`src/rtl/mem_port_arbiter.sv`:
```
// mem_port_arbiter: one memory port shared by fetch and data.
// Data wins ties; a starvation counter forces fetch through.
module mem_port_arbiter #(
  parameter int ADDR_W       = 32,
  parameter int DATA_W       = 32,
  parameter int STARVE_LIMIT = 3
) (
  input  logic                clk,
  input  logic                reset,
  input  logic                if_req,
  input  logic [ADDR_W-1:0]   if_addr,
  output logic [DATA_W-1:0]   if_rdata,
  output logic                if_done,
  output logic                if_stall,
  input  logic                d_req,
  input  logic                d_we,
  input  logic [DATA_W/8-1:0] d_be,
  input  logic [ADDR_W-1:0]   d_addr,
  input  logic [DATA_W-1:0]   d_wdata,
  output logic [DATA_W-1:0]   d_rdata,
  output logic                d_done,
  output logic                d_stall,
  output logic                mem_req,
  output logic                mem_we,
  output logic [DATA_W/8-1:0] mem_be,
  output logic [ADDR_W-1:0]   mem_addr,
  output logic [DATA_W-1:0]   mem_wdata,
  input  logic [DATA_W-1:0]   mem_rdata,
  input  logic                mem_ack,
  output logic                busy
);
  localparam int BE_W = DATA_W / 8;
  localparam logic [3:0] LIMIT = 4'(STARVE_LIMIT);

  typedef enum logic [1:0] {
    IDLE,
    FETCH,
    DATA
  } state_t;

  state_t            state_q, state_d;
  logic [3:0]        starve_q, starve_d;
  logic              mem_req_q, mem_req_d;
  logic              mem_we_q, mem_we_d;
  logic [BE_W-1:0]   mem_be_q, mem_be_d;
  logic [ADDR_W-1:0] mem_addr_q, mem_addr_d;
  logic [DATA_W-1:0] mem_wdata_q, mem_wdata_d;
  logic [DATA_W-1:0] if_rdata_q, if_rdata_d;
  logic [DATA_W-1:0] d_rdata_q, d_rdata_d;
  logic              if_done_q, if_done_d;
  logic              d_done_q, d_done_d;

  logic if_elig, d_elig, at_limit;
  logic grant_if, grant_d;

  // A requester in its done cycle is still releasing; never re-grant it.
  assign if_elig  = if_req & ~if_done_q;
  assign d_elig   = d_req & ~d_done_q;
  assign at_limit = (starve_q == LIMIT);
  assign grant_if = (state_q == IDLE) & if_elig
                  & (~d_elig | at_limit);
  assign grant_d  = (state_q == IDLE) & d_elig & ~grant_if;

  // Next-state, grant capture and completion handling.
  always_comb begin
    state_d     = state_q;
    starve_d    = starve_q;
    mem_req_d   = mem_req_q;
    mem_we_d    = mem_we_q;
    mem_be_d    = mem_be_q;
    mem_addr_d  = mem_addr_q;
    mem_wdata_d = mem_wdata_q;
    if_rdata_d  = if_rdata_q;
    d_rdata_d   = d_rdata_q;
    if_done_d   = 1'b0;
    d_done_d    = 1'b0;
    unique case (state_q)
      IDLE: begin
        if (grant_if) begin
          state_d     = FETCH;
          mem_req_d   = 1'b1;
          mem_we_d    = 1'b0;
          mem_be_d    = '1;
          mem_addr_d  = if_addr;
          mem_wdata_d = '0;
          starve_d    = 4'd0;
        end else if (grant_d) begin
          state_d     = DATA;
          mem_req_d   = 1'b1;
          mem_we_d    = d_we;
          mem_be_d    = d_be;
          mem_addr_d  = d_addr;
          mem_wdata_d = d_wdata;
          if (!if_req)
            starve_d = 4'd0;
          else if (!at_limit)
            starve_d = starve_q + 4'd1;
        end
      end
      FETCH, DATA: begin
        if (mem_ack) begin
          state_d   = IDLE;
          mem_req_d = 1'b0;
          if (state_q == FETCH) begin
            if_done_d  = 1'b1;
            if_rdata_d = mem_rdata;
          end else begin
            d_done_d = 1'b1;
            if (!mem_we_q)
              d_rdata_d = mem_rdata;
          end
        end
      end
      default: state_d = IDLE;
    endcase
  end

  // State and output registers; reset abandons any access.
  always_ff @(posedge clk or posedge reset) begin
    if (reset) begin
      state_q     <= IDLE;
      starve_q    <= 4'd0;
      mem_req_q   <= 1'b0;
      mem_we_q    <= 1'b0;
      mem_be_q    <= '0;
      mem_addr_q  <= '0;
      mem_wdata_q <= '0;
      if_rdata_q  <= '0;
      d_rdata_q   <= '0;
      if_done_q   <= 1'b0;
      d_done_q    <= 1'b0;
    end else begin
      state_q     <= state_d;
      starve_q    <= starve_d;
      mem_req_q   <= mem_req_d;
      mem_we_q    <= mem_we_d;
      mem_be_q    <= mem_be_d;
      mem_addr_q  <= mem_addr_d;
      mem_wdata_q <= mem_wdata_d;
      if_rdata_q  <= if_rdata_d;
      d_rdata_q   <= d_rdata_d;
      if_done_q   <= if_done_d;
      d_done_q    <= d_done_d;
    end
  end

  assign if_rdata  = if_rdata_q;
  assign if_done   = if_done_q;
  assign if_stall  = if_req & ~if_done_q;
  assign d_rdata   = d_rdata_q;
  assign d_done    = d_done_q;
  assign d_stall   = d_req & ~d_done_q;
  assign mem_req   = mem_req_q;
  assign mem_we    = mem_we_q;
  assign mem_be    = mem_be_q;
  assign mem_addr  = mem_addr_q;
  assign mem_wdata = mem_wdata_q;
  assign busy      = (state_q != IDLE);
endmodule

```
`config.mk`:
```
export PLATFORM = sky130hd
export DESIGN_NAME = mem_port_arbiter
export DESIGN_NICKNAME = d
export VERILOG_FILES = /design/src/rtl/mem_port_arbiter.sv
export SDC_FILE = /design/constraint.sdc
export NUM_CORES = 1
export LEC_CHECK = 0
export ABC_AREA = 1
export BUFFER_PORTS_ARGS = -buffer_cell sky130_fd_sc_hd__buf_2
export CELL_PAD_IN_SITES_DETAIL_PLACEMENT = 1
export CELL_PAD_IN_SITES_GLOBAL_PLACEMENT = 1
export CORE_MARGIN = 2
export CORE_UTILIZATION = 30
export DETAILED_ROUTE_END_ITERATION = 10
export GPL_ROUTABILITY_DRIVEN = 0
export GPL_TIMING_DRIVEN = 0
export PLACE_DENSITY_LB_ADDON = 0.1
export SYNTH_ARGS = -nofsm -noshare
export SYNTH_HDL_FRONTEND = slang
export SYNTH_SLANG_ARGS = --single-unit
```
`constraint.sdc`:
```
create_clock -name clk -period 10.5 [get_ports clk]
set_input_delay 1.05 -clock clk [delete_from_list [all_inputs] [get_ports clk]]
set_output_delay 1.05 -clock clk [all_outputs]
set_load 0.01 [all_outputs]
```
==> flow_summary.json <==
{
  "ant_nets": 0,
  "vias": 5637,
  "max_slew_margin_pct": 53.6,
  "ys.flop_type": "dfrtp_1",
  "period_share_pct": 24.7,
  "crit_fanout": 3,
  "async_flop_share_pct": 100,
  "synth_edf_count": 0,
  "worstMarginPinSlew_ns": 0.696,
  "critPathLaunchType": "primary input",
  "slowest_delay_ns": 0.16,
  "synth_top_cell_area_share_pct": 58.1,
  "min_period_ns": 2.59,
  "first_pass_iters": 4,
  "fin_setup_tns_ns": 0,
  "path_class": "in -> out",
  "synthXorXnorAreaFrac_pct": 0.286,
  "yosys.area_share.simple_pct": 24.4,
  "worst-path-buf-inv": 3,
  "synth_common_cells": "nand2_1 (258), dfrtp_1 (142), o21ai_0 (88)",
  "viasPerCell": 4.37,
  "layout.nets": 1148,
  "hold_violations": 0,
  "power.density_mw_per_mm2": 299,
  "required_ns": 9.45,
  "drive_gt1_share_pct": 33.5,
  "startpoint": "if_req",
  "synth.area.mux_share_pct": 0,
  "io_pins": 277,
  "slew_viol_final": 0,
  "synth_area_leaders": "dfrtp_1 (58%), nand2_1 (16%), o21ai_0 (7.2%), inv_1 (4.8%), nand3b_1 (3.9%)",
  "antenna_found_initial": 2,
  "synth_cells": 711,
  "start_util_pct": 30.4,
  "syn_nets": 852,
  "synth_top_family_by_area": "simple AND/OR/NAND/NOR gates",
  "vdd_ir_drop_max_uv": 106,
  "leakage_nw": 4.85,
  "cp_slowest_cell": "buf_2",
  "fillers": 2488,
  "cap_violations": 0,
  "dpl.hpwl_mm": 14.4,
  "synth_top_area_cell": "dfrtp_1",
  "ctsResizeCount": 0,
  "area_growth_pct": 38.3,
  "fin_worst_skew_ns": 0.0107,
  "rsz0062_at_grt": "no",
  "hold_class": "reg -> reg",
  "cts_tree": "yes",
  "cts.htree.levels": 4,
  "utilization_pct": 42.1,
  "grt_max_degree": 73,
  "grt_pass1_wl_mm": 31.2,
  "dieArea_sq_mm": 0.0215,
  "post_cts_buffers": 0,
  "clk_pin_slew_ns": 0.06,
  "cts_buffer_depth": 2,
  "synth_compound_area_share_pct": 7.94,
  "synth-seq-cells": 142,
  "grt_pass1_vias": 5838,
  "yosysSeqAreaShare_pct": 58.1,
  "clock_sinks": 142,
  "fp.dieW_um": 147,
  "yosysWarnings": 0,
  "cts_hold_buf": 0,
  "r2r-start": "state_q[0]",
  "cpMostUsedCell": "buf_2",
  "fmax_mhz": 386,
  "die_h_um": 147,
  "drt_iter0_drc": 172,
  "postSynthAreaPerCell_sq_um": 8.60,
  "finalPower_w": 0.00253,
  "synthAdderAreaFrac_pct": 0.614,
  "ys_types": 20,
  "synth_most_common_cell": "nand2_1",
  "crit_chain": "buf_2 > nand2_1 > inv_1 > buf_2",
  "num_rows": 52,
  "end_kind": "primary output",
  "totalWireLength_mm": 19.4,
  "crit_family": "buffers and inverters",
  "numCtsBuffers": 17,
  "clkLatencyLatePin_ns": 0.43,
  "cts_root_buf": "clkbuf_16",
  "port_buffers": 276,
  "core_sq_mm": 0.0201,
  "grt.total_usage_pct": 18.5,
  "routedWlPerCell_um": 15.0,
  "setup_viol": 0,
  "run_status": "complete, no violations",
  "holdCritStartpoint": "mem_addr[24]",
  "grt.overflow.total": 0,
  "drcViolationCount": 0,
  "syn_area_sq_mm": 0.00611,
  "cp.arrival_ns": 1.54
}
==> through the flow <==
step,cells,setup slack [ns],area (sq um),hold WS (ns)
after floorplan,711,5.64,6110,0.442
after global placement,1257,3.51,7830,0.458
after detailed placement,1258,7.91,7870,0.462
after CTS,1290,7.91,8450,0.479
after global routing,1291,7.88,8460,0.496
final,1291,7.91,8460,0.474
==> worst register-to-register path: stages, from the launching register on <==
cell and delay [ns]:
dfrtp_1 0.37, inv_1 0.05, ha_1 0.30, nand2_1 0.08, inv_1 0.05, nand2_1 0.27, clkbuf_1 0.44, nand2_1 0.09
o21ai_0 0.10
==> cell usage in the layout (no fill, tap or decap) <==
| cell type | Yosys | routed |
|---|---|---|
| nand2_2 | 2 | 2 |
| buf_16 | 0 | 1 |
| nor2_4 | 2 | 2 |
| buf_4 | 1 | 1 |
| nand2_1 | 258 | 258 |
| xor2_1 | 1 | 1 |
| nor2_1 | 15 | 15 |
| dfrtp_1 | 142 | 142 |
| clkbuf_8 | 0 | 1 |
| buf_1 | 1 | 1 |
| buf_2 | 17 | 293 |
| nand3b_1 | 32 | 32 |
| nand4_1 | 2 | 2 |
| inv_6 | 0 | 4 |
| ha_1 | 3 | 3 |
| inv_1 | 78 | 77 |
| o21ai_0 | 88 | 88 |
| clkbuf_16 | 0 | 17 |
| clkbuf_1 | 13 | 13 |
| nand3_1 | 36 | 36 |
| bufinv_16 | 0 | 1 |
| inv_2 | 3 | 3 |
| inv_8 | 0 | 5 |
| o21ai_1 | 9 | 9 |
| clkinvlp_4 | 0 | 3 |
| clkinv_2 | 0 | 1 |
| clkinv_4 | 0 | 1 |
| xnor2_1 | 1 | 1 |
| diode_2 | 0 | 1 |
| buf_6 | 7 | 7 |
==> final timing paths <==
kind                            endpoint  slack [ns]  depth (start not counted)
min                         mem_addr[24]        0.47                          2
max                             if_stall        7.91                          4
min reg2reg                 mem_addr[24]        0.47                          2
min in group asynchronous  mem_wdata[16]        0.74                          2
max in group asynchronous    if_rdata[8]        8.93                          3
max reg2reg                   d_rdata[0]        8.68                          8
==> kinds of logic after synthesis <==
kind of cell,after synthesis
buffers and inverters,120
AO/OA/AOI/OAI,97
adder cells (fa/ha/maj),3
XOR/XNOR,2
AND/OR/NAND/NOR,347
flip-flops,142
==> state kept, by name, summed over array words and instances, names as in the netlist <==
| signal | cells |
|---|---|
| mem_addr | 32 |
| d_rdata | 32 |
| starve_q | 4 |
| if_done | 1 |
| mem_we | 1 |
| mem_be | 4 |
| if_rdata | 32 |
| mem_wdata | 32 |
| state_q | 2 |
| mem_req | 1 |
| d_done | 1 |
==> per-layer routing <==
layer  track usage (%)  routed length [um]
met5                 0                  13
met4              7.04                 391
met3              6.30                1510
met2              28.9                8900
met1              23.7                8570
==> power by group <==
part           total (W)  switching [W]  internal (W)
sequential      0.000914       0.000122      0.000791
clock           0.000608       0.000266      0.000342
combinational    0.00100       0.000626      0.000378
==> layout make-up <==
| cell class | count | area, sq um | share of cell area [%] |
|---|---|---|---|
| clock inverters | 14 | 149 | 1.76 |
| flip-flops and latches | 142 | 3550 | 42.0 |
| multi-input cells | 449 | 2030 | 24.0 |
| diodes | 1 | 2.50 | 0.0296 |
| well taps | 270 | 338 | 3.99 |
| clock buffers | 18 | 439 | 5.19 |
| repair buffers | 277 | 1410 | 16.7 |
| inverters | 81 | 309 | 3.65 |
| plain buffers | 39 | 224 | 2.65 |
(Power assumes the default switching activity.)
